--- src/rtl/tia_fb_writer_if.sv ---
// Video-in / framebuffer-out signal bundle for tia_fb_writer.
// master = pixel source and framebuffer sink; slave = the writer itself.
interface tia_fb_writer_if;
  logic        pix_en;
  logic [6:0]  pix_data;
  logic        hsync;
  logic        vsync;
  logic [15:0] fb_addr;
  logic [6:0]  fb_data;
  logic        fb_we;
  logic        frame_done;

  modport master (
    output pix_en, pix_data, hsync, vsync,
    input  fb_addr, fb_data, fb_we, frame_done
  );

  modport slave (
    input  pix_en, pix_data, hsync, vsync,
    output fb_addr, fb_data, fb_we, frame_done
  );
endinterface

--- src/rtl/tia_fb_writer.sv ---
// Captures the visible TIA pixel stream into a line-major framebuffer.
// Optional macro FB_CLEAR_EN: zero-fill the unwritten tail of a short frame.
module tia_fb_writer #(
  parameter int unsigned LINE_PIXELS = 160,
  parameter int unsigned NUM_LINES   = 240,
  parameter int unsigned FIRST_LINE  = 40
) (
  input  logic             clk,
  input  logic             reset,
  tia_fb_writer_if.slave   bus
);

  localparam int unsigned AW     = 16;
  localparam int unsigned COL_W  = $clog2(LINE_PIXELS + 1);
  localparam int unsigned LINE_W = $clog2(NUM_LINES + 1);
  localparam int unsigned SKIP_W = (FIRST_LINE > 0) ? $clog2(FIRST_LINE + 1) : 1;
`ifdef FB_CLEAR_EN
  localparam int unsigned TOTAL  = LINE_PIXELS * NUM_LINES;
`endif

  typedef enum logic [2:0] {
    WAIT_VS,
    SKIP,
    ACTIVE,
    DONE
`ifdef FB_CLEAR_EN
    , CLEAR
`endif
  } state_t;

  state_t              state_q;
  logic                vs_q;
  logic [SKIP_W-1:0]   skip_q;
  logic [LINE_W-1:0]   line_q;
  logic [COL_W-1:0]    col_q;
  logic [AW-1:0]       base_q;
  logic                we_q;
  logic [AW-1:0]       addr_q;
  logic [6:0]          data_q;
  logic                done_q;

  logic                vs_fall;
  logic                vs_rise;
  logic                col_ok;
  logic [LINE_W-1:0]   line_nxt;
  logic [SKIP_W-1:0]   skip_nxt;

  assign vs_fall  = vs_q & ~bus.vsync;
  assign vs_rise  = ~vs_q & bus.vsync;
  assign col_ok   = col_q < COL_W'(LINE_PIXELS);
  assign line_nxt = line_q + LINE_W'(1);
  assign skip_nxt = skip_q + SKIP_W'(1);

  // base_q tracks line*LINE_PIXELS by accumulation; in CLEAR it doubles as the fill pointer
  always_ff @(posedge clk or negedge reset) begin
    if (!reset) begin
      state_q <= WAIT_VS;
      vs_q    <= 1'b0;
      skip_q  <= '0;
      line_q  <= '0;
      col_q   <= '0;
      base_q  <= '0;
      we_q    <= 1'b0;
      addr_q  <= '0;
      data_q  <= '0;
      done_q  <= 1'b0;
    end else begin
      vs_q   <= bus.vsync;
      we_q   <= 1'b0;
      done_q <= 1'b0;
      if (vs_fall) begin
        skip_q  <= '0;
        line_q  <= '0;
        col_q   <= '0;
        base_q  <= '0;
        state_q <= (FIRST_LINE == 0) ? ACTIVE : SKIP;
      end else begin
        case (state_q)
          SKIP: begin
            if (bus.hsync) begin
              skip_q <= skip_nxt;
              if (skip_nxt == SKIP_W'(FIRST_LINE)) begin
                line_q  <= '0;
                col_q   <= '0;
                base_q  <= '0;
                state_q <= ACTIVE;
              end
            end
          end
          ACTIVE: begin
            if (vs_rise) begin
`ifdef FB_CLEAR_EN
              base_q  <= base_q + AW'(col_q);
              state_q <= CLEAR;
`else
              state_q <= WAIT_VS;
`endif
            end else if (bus.hsync) begin
              col_q  <= '0;
              base_q <= base_q + AW'(LINE_PIXELS);
              line_q <= line_nxt;
              if (line_nxt == LINE_W'(NUM_LINES)) begin
                state_q <= DONE;
                done_q  <= 1'b1;
              end else if (bus.pix_en) begin
                // pixel coincident with hsync lands at column 0 of the new line
                we_q   <= 1'b1;
                addr_q <= base_q + AW'(LINE_PIXELS);
                data_q <= bus.pix_data;
                col_q  <= COL_W'(1);
              end
            end else if (bus.pix_en && col_ok) begin
              we_q   <= 1'b1;
              addr_q <= base_q + AW'(col_q);
              data_q <= bus.pix_data;
              col_q  <= col_q + COL_W'(1);
            end
          end
          DONE, WAIT_VS: begin
            if (vs_rise) state_q <= WAIT_VS;
          end
`ifdef FB_CLEAR_EN
          CLEAR: begin
            if ({1'b0, base_q} >= (AW+1)'(TOTAL)) begin
              state_q <= WAIT_VS;
            end else begin
              we_q   <= 1'b1;
              addr_q <= base_q;
              data_q <= '0;
              base_q <= base_q + AW'(1);
              if ({1'b0, base_q} == (AW+1)'(TOTAL - 1)) state_q <= WAIT_VS;
            end
          end
`endif
          default: state_q <= WAIT_VS;
        endcase
      end
    end
  end

  assign bus.fb_we      = we_q;
  assign bus.fb_addr    = addr_q;
  assign bus.fb_data    = data_q;
  assign bus.frame_done = done_q;

endmodule

--- src/flat_wrapper.sv ---
// flat-port wrapper written by rule: the top's interface ports become plain ports
module tia_fb_writer_flat 
#(
  parameter int unsigned LINE_PIXELS = 160,
  parameter int unsigned NUM_LINES   = 240,
  parameter int unsigned FIRST_LINE  = 40
)
  (clk, reset, bus_pix_en, bus_pix_data, bus_hsync, bus_vsync, bus_fb_addr, bus_fb_data, bus_fb_we, bus_frame_done);
  tia_fb_writer_if bus_i ();
  input  logic clk;
  input  logic reset;
  input wire logic [$bits(bus_i.pix_en)-1:0] bus_pix_en;
  input wire logic [$bits(bus_i.pix_data)-1:0] bus_pix_data;
  input wire logic [$bits(bus_i.hsync)-1:0] bus_hsync;
  input wire logic [$bits(bus_i.vsync)-1:0] bus_vsync;
  output wire logic [$bits(bus_i.fb_addr)-1:0] bus_fb_addr;
  output wire logic [$bits(bus_i.fb_data)-1:0] bus_fb_data;
  output wire logic [$bits(bus_i.fb_we)-1:0] bus_fb_we;
  output wire logic [$bits(bus_i.frame_done)-1:0] bus_frame_done;
  assign bus_i.pix_en = bus_pix_en;
  assign bus_i.pix_data = bus_pix_data;
  assign bus_i.hsync = bus_hsync;
  assign bus_i.vsync = bus_vsync;
  assign bus_fb_addr = bus_i.fb_addr;
  assign bus_fb_data = bus_i.fb_data;
  assign bus_fb_we = bus_i.fb_we;
  assign bus_frame_done = bus_i.frame_done;
  tia_fb_writer #(.LINE_PIXELS(LINE_PIXELS), .NUM_LINES(NUM_LINES), .FIRST_LINE(FIRST_LINE)) u_core (.clk(clk), .reset(reset), .bus(bus_i));
endmodule
--- config.mk ---
export PLATFORM = sky130hd
export DESIGN_NAME = tia_fb_writer_flat
export DESIGN_NICKNAME = d
export VERILOG_FILES = /design/src/rtl/tia_fb_writer_if.sv /design/src/rtl/tia_fb_writer.sv /design/src/flat_wrapper.sv
export SDC_FILE = /design/constraint.sdc
export NUM_CORES = 1
export LEC_CHECK = 0
export ABC_AREA = 1
export CAP_MARGIN = 20
export CORE_ASPECT_RATIO = 0.6
export CORE_MARGIN = 3
export CORE_UTILIZATION = 52
export CTS_CLUSTER_DIAMETER = 120
export DETAILED_ROUTE_END_ITERATION = 6
export PLACE_DENSITY = 0.77
export RECOVER_POWER = 25
export SETUP_SLACK_MARGIN = 0.5
export SLEW_MARGIN = 15
export SYNTH_ARGS = -nofsm -noshare
export SYNTH_HDL_FRONTEND = slang
export SYNTH_SLANG_ARGS = --single-unit
--- constraint.sdc ---
create_clock -name clk -period 1.8 [get_ports clk]
set_input_delay 0.27 -clock clk [delete_from_list [all_inputs] [get_ports clk]]
set_output_delay 0.27 -clock clk [all_outputs]
set_load 0.01 [all_outputs]
### Word-level counts from Yosys, hierarchy flattened

Index checks and enable logic that the tools add are counted.

| word-level totals | value |
|---|---|
| register bits after elaboration | 67 |
| bits of input ports | 12 |
| word-level logic and storage cells | 99 |
| output and inout bits | 25 |

| operators by class | value |
|---|---|
| $lt $le $gt $ge | 1 |
| reductions and logical operators | 12 |
| bitwise operators | 6 |
| mux-type cells | 50 |
| add/sub/neg operators | 5 |
| equal/unequal tests | 15 |

Operators by type and width:

| cell | count |
|---|---|
| 16-bit 2-to-1 mux | 9 |
| 8-bit 2-to-1 mux | 10 |
| 16-bit one-hot mux with 2 select lines | 1 |
| 8-bit one-hot mux with 2 select lines | 2 |
| 7-bit 2-to-1 mux | 4 |
| 3-bit 2-to-1 mux | 7 |
| 6-bit 2-to-1 mux | 3 |
| 16-bit by 8-bit adder with 16-bit output | 1 |
| 16-bit by 8-bit adder with 16-bit output (second input constant) | 1 |
| 8-bit by 1-bit adder with 8-bit output (second input constant) | 2 |
| 5-bit AND reduction | 3 |
| 1-bit 2-to-1 mux | 13 |
| 3-bit by 2-bit inequality test with 1-bit output (second input constant) | 3 |
| 3-bit one-hot mux with 3 select lines | 1 |
| 8-bit == test (second input constant) | 1 |
| 8-bit < comparator (second input constant) | 1 |
| 4-bit by 2-bit inequality test with 1-bit output (second input constant) | 2 |
| 6-bit by 1-bit adder with 6-bit output (second input constant) | 1 |
| 3-bit by 2-bit == test with 1-bit output (second input constant) | 2 |
| 6-bit == test (second input constant) | 1 |
| 3-bit by 1-bit inequality test with 1-bit output (second input constant) | 2 |
| 6-bit AND reduction | 1 |
| 2-bit nonzero test | 3 |
| 2-bit inequality test (second input constant) | 2 |
| other kinds (9) | 13 |

### Logic depth before layout (Yosys ltp)

Gate-level depths: netlist (run 1).

| logic depth | value |
|---|---|
| depth in word-level cells | 7 |
| mapped depth | 12 |

### Worst setup path before layout (run 1)

OpenSTA, ideal clock, no wires.

| path | value |
|---|---|
| kind | reg-to-reg |
| start | register u_core.skip_q[0] |
| end | register u_core.line_q[2] |
| arrival time | 1.525 ns |
| setup slack | 0.157 ns |
| stages on the path, launching flop included | 13 |
| clock period less this slack | 1.643 ns |
| setup time | 0.118 ns |
| cell sequence | dfrtp_1 > ha_1 > nand2_1 > inv_1 > nand3_1 > nand2_1 > nor2_2 > nand2_2 > nand2_4 > nand3_4 > buf_6 > nand2_1 > o21ai_2 |

| between the ends | value |
|---|---|
| word-level cells in the longest chain between the ends | 4 |

RTL lines:

| item | RTL line | source |
|---|---|---|
| start: declaration | tia_fb_writer.sv:33 | `logic [SKIP_W-1:0] skip_q;` |
| start signal: assignment | tia_fb_writer.sv:81 | `skip_q <= skip_nxt;` |
| 6-bit by 1-bit adder with 6-bit output | tia_fb_writer.sv:52 | `assign skip_nxt = skip_q + SKIP_W'(1);` |
| 6-bit == test | tia_fb_writer.sv:82 | `if (skip_nxt == SKIP_W'(FIRST_LINE)) begin` |
| 3-bit by 1-bit inequality test with 1-bit output (no line) | -- |  |
| 5-bit AND reduction (no line) | -- |  |
| end signal: assignment | tia_fb_writer.sv:101 | `line_q <= line_nxt;` |
| end: declaration | tia_fb_writer.sv:34 | `logic [LINE_W-1:0] line_q;` |

No other way between the ends.
A chain may end at the register's enable or synchronous reset.

### Worst setup path after layout (run 1)

| path | value |
|---|---|
| start | register u_core.line_q[1] |
| end | register u_core.addr_q[3], in the netlist u_core.bus.fb_addr[3] |

| between the ends | value |
|---|---|
| word-level cells in the longest chain between the ends | 4 |

RTL lines:

| item | RTL line | source |
|---|---|---|
| 8-bit by 1-bit adder with 8-bit output | tia_fb_writer.sv:51 | `assign line_nxt = line_q + LINE_W'(1);` |
| 8-bit == test | tia_fb_writer.sv:102 | `if (line_nxt == LINE_W'(NUM_LINES)) begin` |
| 2-bit inequality test (no line) | -- |  |
| 6-bit AND reduction (no line) | -- |  |
| end signal: assignment | tia_fb_writer.sv:108 | `addr_q <= base_q + AW'(LINE_PIXELS);` |
| end signal: assignment | tia_fb_writer.sv:114 | `addr_q <= base_q + AW'(col_q);` |
| end: declaration | tia_fb_writer.sv:38 | `logic [AW-1:0] addr_q;` |

No other way between the ends.

==> results.py, run 1 <==
metrics = {
    "drt": {
        "drtPass1Iterations": 5,
        "wl_per_cell_um": 16.9,
        "drtIter0Drc": 357,
        "ant_nets": 0,
        "vias": 3843,
        "route.detailed.drc": 0,
        "wl_met2_um": 5350,
        "top_layer": "met4",
        "route.met3.wl_um": 726,
        "wl_met1_um": 5080,
        "wirelength_um": 11400,
        "viasPerCell": 5.72,
    },
    "worst_setup_path": {
        "ff2ff_path_depth": 10,
        "critical_path.startpoint": "u_core.line_q[1]$_DFFE_PN0P_",
        "worst-setup-path-type": "reg2reg",
        "r2r-start": "u_core.line_q[1]$_DFFE_PN0P_",
        "worstSetupEndpoint": "u_core.bus.fb_addr[3]$_DFFE_PN0P_",
        "rrSetupSlack_ns": -0.04,
        "cp.arrival_ns": 2.06,
        "critPathMaxFanout": 8,
        "r2r_end": "u_core.bus.fb_addr[3]$_DFFE_PN0P_",
        "worstPathRequired_ns": 2.03,
        "critical_path.endpoint_type": "register",
        "cp-start-kind": "register",
    },
    "sta": {
        "finalSetupViolations": 7,
        "max_slew_margin": 0.424,
        "fmax_mhz": 545,
        "slew_viol_final": 0,
        "fin_skew_ns": 0.00469,
        "fin_crit_ns": 1.84,
        "worst_pin_slew_ns": 0.864,
        "min_period_over_period": 1.02,
        "rsz0062_at_grt": "yes",
        "hold_viol_final": 0,
        "fin_ws_ns": -0.0360,
    },
    "cts": {
        "htreeDepth": 3,
        "clockBufferDepth": 2,
        "cts.clk_slew.worst_paths_ns": 0.05,
        "clk_latency_ns": 0.34,
        "cts_tree": "built",
        "cts_num_sinks": 61,
        "cts_made_buffers": 9,
        "cts_root_buffer": "clkbuf_16",
    },
    "pwr": {
        "p_sw_mw": 2.28,
        "leakage_nw": 2.60,
        "clkPwrFrac": 0.285,
        "peakVddDrop_uv": 976,
        "power.density_nw_per_um2": 1160,
        "p_sw_frac": 0.362,
        "seq_power_share": 0.277,
        "power_mw": 6.29,
        "internal_power_mw": 4.02,
        "pwr-share-comb": 0.439,
    },
    "floorplan": {
        "coreArea_sq_um": 6850,
        "num_io_pins": 37,
        "die_h_um": 72.1,
        "rows": 23,
        "start_util": 0.553,
        "die-area_sq_um": 8370,
        "fp.dieW_um": 116,
    },
    "synthesis": {
        "yosys_warnings": 0,
        "yosysTopAreaCellShare": 0.403,
        "synth_nets": 518,
        "synthCells": 495,
        "yosysTopAreaCell": "dfrtp_1",
        "syn_area_sq_um": 3780,
        "ys_seq_area_frac": 0.403,
        "ys_ff_latch": 61,
        "synth_area_leaders": "dfrtp_1 (40%), nand2_1 (17%), nand3_1 (7.1%)",
        "synth.distinct_cells": 36,
        "syn_avg_cell_area_sq_um": 7.65,
    },
    "place": {
        "io_buffers": 36,
        "place_congestion": 0.872,
        "hpwl_um": 6850,
    },
    "hold_path": {
        "hp-class": "in2reg",
        "hold-path-cell-count": 2,
    },
    "final_layout": {
        "nNetsFinal": 603,
        "mostFrequentLayoutCells": "nand2_1 (120), nand3_1 (51), dfrtp_1 (51)",
        "fin_util": 0.792,
        "n_antenna_cell": 0,
        "area_growth_pct": 43.3,
        "final_common_cell": "nand2_1",
        "drive_gt1_frac": 0.378,
    },
    "global_route": {
        "overflow": 0,
        "antenna_found_initial": 0,
        "grt_pass1_wl_um": 17700,
        "grtUsageTotal": 0.270,
        "grt_pass1_vias": 3722,
        "grt_max_degree": 62,
    },
    "flow_run": {
        "max-cap-violations": 0,
    },
    "run_status": {
        "status": "finished with violations",
        "violations": "negative setup slack",
    },
}
==> synthesized netlist by cell type <==
| library cell | count |
|---|---|
| xnor2_1 | 2 |
| o21ai_2 | 13 |
| nor3_1 | 2 |
| dfrtp_1 | 61 |
| o21ai_0 | 24 |
| ha_1 | 11 |
| buf_2 | 9 |
| nand2_1 | 168 |
| nand3_4 | 3 |
| buf_12 | 1 |
| inv_1 | 30 |
| and3_1 | 1 |
| buf_4 | 2 |
| nor2_4 | 2 |
| nand3_1 | 54 |
| inv_2 | 5 |
| nand2_2 | 14 |
| a21o_1 | 1 |
| o21a_1 | 1 |
| nor3b_2 | 1 |
| a21oi_1 | 7 |
| nor2_1 | 27 |
| buf_6 | 5 |
| o21a_2 | 1 |
| o21bai_2 | 2 |
| or2_2 | 5 |
| nor2_2 | 4 |
| nand3b_1 | 3 |
| clkbuf_1 | 3 |
| nand2_4 | 2 |
| nand3_2 | 3 |
| xor2_1 | 1 |
| o21ai_1 | 3 |
| o22ai_1 | 1 |
| nand4_1 | 22 |
| a21oi_4 | 1 |
==> power groups by stage <==
stage / logic, mW / clock network (mW) / registers (mW)
6_report: 2.76 / 1.79 / 1.74
5_1_grt: 2.93 / 1.87 / 1.76
4_1_cts: 2.31 / 1.81 / 1.72
3_5_place_dp: 1.96 / 0 / 1.74
3_3_place_gp: 1.90 / 0 / 1.73
2_1_floorplan: 1.06 / 0 / 1.79
==> worst min path at each step <==
stage / from / end / slack [ns]
finish: bus_vsync / u_core.vs_q$_DFF_PN0_ / 0.33
global route: bus_vsync / u_core.vs_q$_DFF_PN0_ / 0.35
CTS: bus_vsync / u_core.vs_q$_DFF_PN0_ / 0.30
detailed placement: reset / u_core.base_q[14]$_DFFE_PN0P_ / 0.31
global placement: reset / u_core.base_q[11]$_DFFE_PN0P_ / 0.30
floorplan: reset / u_core.base_q[10]$_DFFE_PN0P_ / -0.03
==> registers in the layout (all words and copies together), names as in the netlist <==
name / flops
u_core.col_q: 8
u_core.bus.frame_done: 1
u_core.vs_q: 1
u_core.base_q: 11
u_core.bus.fb_addr: 16
u_core.line_q: 8
u_core.bus.fb_we: 1
u_core.bus.fb_data: 7
u_core.state_q: 2
u_core.skip_q: 6
==> area by class of cell <==
cell class              instances  area [sq um]
clock buffers                  12           267
flip-flops and latches         61          1540
repair buffers                 91           867
clock inverters                 4          45.0
inverters                      35           141
fillers                       442          1430
multi-input cells             382          2450
well taps                      87           109
==> critical path, stage by stage (launching register included) <==
cell	delay (ns)
dfrtp_1	0.43
ha_4	0.20
nand3_4	0.10
nor2_1	0.13
nand2_1	0.09
nand2_2	0.12
nor2_4	0.05
nand3_4	0.19
nand3_2	0.25
nand2_1	0.11
nand2_1	0.05
==> timing repair <==
action / in CTS / in global routing
cloned: 3 / 2
hold buffers: 1 / 0
pin swaps: 12 / 33
endpoints found under the hold margin: 61 / 0
setup endpoints to repair: 85 / 69
gates resized for setup: 78 / 92
buffers inserted: 16 / 2
==> logic make-up (layout without fill, tap and decap cells) <==
family,after synthesis,count (layout),share of synthesized area
adders and majority gates,11,11,0.0364
AOI/OAI and AO/OA,54,54,0.0932
xor gates and xnor gates,3,3,0.00694
DFF,61,61,0.403
buffers and inverters,55,142,0.0737
and+or+nand+nor,311,314,0.386
==> metrics by stage <==
stage | instance area (sq um) | hold WS (ns) | setup TNS (ns) | setup WS (ns) | instances
after floorplan | 3850 | -0.0256 | 0 | 0.203 | 495
after global placement | 4470 | 0.304 | -8.00 | -0.205 | 632
after detailed placement | 4470 | 0.307 | -11.63 | -0.295 | 632
after CTS | 5100 | 0.305 | 0 | 0.0868 | 668
after global routing | 5420 | 0.346 | -2.48 | -0.113 | 672
final | 5420 | 0.332 | -0.162 | -0.0360 | 672
==> per-layer routing <==
layer	GRT usage	vias up
li1	-	1808
met1	0.373	1852
met2	0.412	160
met3	0.0692	23
met4	0.102	0
met5	0	-
No activity file was read; power rests on OpenSTA's default activity.
==> run 2, diff against run 1 <==
SLEW_MARGIN = 20   (was 15)
==> results of run 2 <==
The final DEF is identical to that of run 1; final timing and power are the same.
==> run 3, diff against run 2 <==
CORE_MARGIN = default   (was 3)
==> run 3 against run 2 <==
The flow finishes with violations (design-rule violations, negative setup slack). Routed wire length increased by 8.0%. Cell count increased by 1.8%. Hold slack improved by 0.0012 ns. Sequential power about the same. Critical path depth decreased by 3. Critical path type unchanged. Critical endpoint is now u_core.bus.fb_data[4]$_DFFE_PN0P_. Largest power group unchanged. Highest routed layer unchanged.
==> results.py, run 3 (same netlist as run 1, synthesis figures left out) <==
metrics = {
    "drt": {
        "wl_per_cell_um": 18.0,
        "ant_nets": 0,
        "vias": 4054,
        "route.detailed.drc": 2,
        "viasPerCell": 5.93,
        "drtPass1Iterations": 7,
        "drtIter0Drc": 342,
        "wirelength_um": 12300,
    },
    "sta": {
        "fin_crit_ns": 1.83,
        "max_slew_margin": 0.417,
        "slew_viol_final": 0,
        "fin_skew_ns": 0.00596,
        "hold_viol_final": 0,
        "fmax_mhz": 545,
        "min_period_over_period": 1.02,
        "worst_hold_slack_ns": 0.333,
        "rsz0062_at_grt": "yes",
        "worst_pin_slew_ns": 0.875,
        "fin_ws_ns": -0.0338,
        "finalSetupViolations": 12,
    },
    "cts": {
        "cts_tree": "built",
        "htreeDepth": 3,
        "clk_latency_ns": 0.33,
        "cts_root_buffer": "clkbuf_16",
        "cts_made_buffers": 9,
        "clockBufferDepth": 2,
        "cts.clk_slew.worst_paths_ns": 0.05,
        "cts_num_sinks": 61,
    },
    "floorplan": {
        "coreArea_sq_um": 6850,
        "start_util": 0.553,
        "num_io_pins": 37,
        "die_h_um": 68.1,
        "die-area_sq_um": 7640,
        "fp.dieW_um": 112,
        "rows": 23,
    },
    "worst_setup_path": {
        "worstPathRequired_ns": 2.02,
        "critPathMaxFanout": 7,
        "rrSetupSlack_ns": -0.03,
        "critical_path.endpoint_type": "register",
        "cp.arrival_ns": 2.05,
        "cp-start-kind": "register",
        "worst-setup-path-type": "reg2reg",
    },
    "place": {
        "io_buffers": 36,
        "place_congestion": 0.832,
        "post-place-ws_ns": -0.271,
        "dpl_cell_area_sq_um": 4440,
        "hpwl_um": 6590,
    },
    "global_route": {
        "antenna_found_initial": 0,
        "grtUsageTotal": 0.310,
        "grt_pass1_vias": 3660,
        "grt_max_degree": 62,
        "grt_pass1_wl_um": 17900,
        "overflow": 0,
    },
    "final_layout": {
        "final_common_cell": "nand2_1",
        "n_antenna_cell": 0,
        "nNetsFinal": 615,
        "largest_reg_flops": 16,
        "area_growth_pct": 48.1,
        "mostFrequentLayoutCells": "nand2_1 (121), dfrtp_1 (53), nand3_1 (50)",
        "drive_gt1_frac": 0.390,
        "design_area_sq_um": 5600,
    },
    "flow_run": {
        "max-cap-violations": 0,
    },
    "pwr": {
        "leakage_nw": 2.67,
        "power_mw": 6.61,
        "power.density_nw_per_um2": 1180,
        "peakVddDrop_uv": 1100,
    },
    "hold_path": {
        "hp-class": "in2reg",
    },
    "run_status": {
        "violations": "design-rule violations, negative setup slack",
        "status": "finished with violations",
    },
}
run 3: final timing paths:
check | start | end | cells past startpoint
worst min register to register | u_core.bus.fb_addr[3]$_DFFE_PN0P_ | u_core.bus.fb_addr[3]$_DFFE_PN0P_ | 2
min in group asynchronous | reset | u_core.base_q[13]$_DFFE_PN0P_ | 3
worst max register to register | u_core.col_q[5]$_DFFE_PN0P_ | u_core.bus.fb_data[4]$_DFFE_PN0P_ | 7
worst min-delay path | bus_vsync | u_core.vs_q$_DFF_PN0_ | 2
max in group asynchronous | reset | u_core.col_q[5]$_DFFE_PN0P_ | 3
worst max-delay path | u_core.col_q[5]$_DFFE_PN0P_ | u_core.bus.fb_data[4]$_DFFE_PN0P_ | 7
run 3: worst max-delay path: stages, from the launching register on:
cell	delay, ns
dfrtp_2	0.46
o21ai_1	0.23
nand2_1	0.11
nand2_1	0.17
and3_4	0.33
nand3_2	0.22
nand2_2	0.12
nand2_1	0.07
run 3: power by group:
part / internal, mW / switching [mW]
Clock: 1.28 / 0.622
Combinational: 1.38 / 1.60
Sequential: 1.57 / 0.165
run 3: layout make-up:
type                       count  area, sq um
sequential                    61         1540
fill                         396         1240
timing repair buffer         101          968
tap                           87          109
clock buffer                  12          256
clock inverter                 4         70.1
multi-input combinational    384         2520
inverter                      35          144
run 3: what timing repair did:
action                                 in CTS  in global routing
hold buffers                                1                  0
setup endpoints to repair                  85                 66
resized for setup                         122                 61
pin swaps                                  39                 37
endpoints found under the hold margin      61                  0
cloned                                      6                  1
buffers inserted                           20                 11
run 3: per-stage QoR:
step                      std cells  TNS, ns   util
after floorplan                 495        0      -
after global placement          629    -9.53  0.649
after detailed placement        629   -11.36  0.649
after CTS                       672        0  0.776
after global routing            684    -2.57  0.818
final                           684   -0.145  0.818
run 3: per-layer routing:
| layer | vias up | share of wire | GRT usage |
|---|---|---|---|
| met3 | 42 | 0.081 | 0.0700 |
| met5 | - | 0 | 0 |
| met1 | 1954 | 0.42 | 0.422 |
| li1 | 1835 | - | - |
| met2 | 223 | 0.47 | 0.498 |
| met4 | 0 | 0.029 | 0.102 |
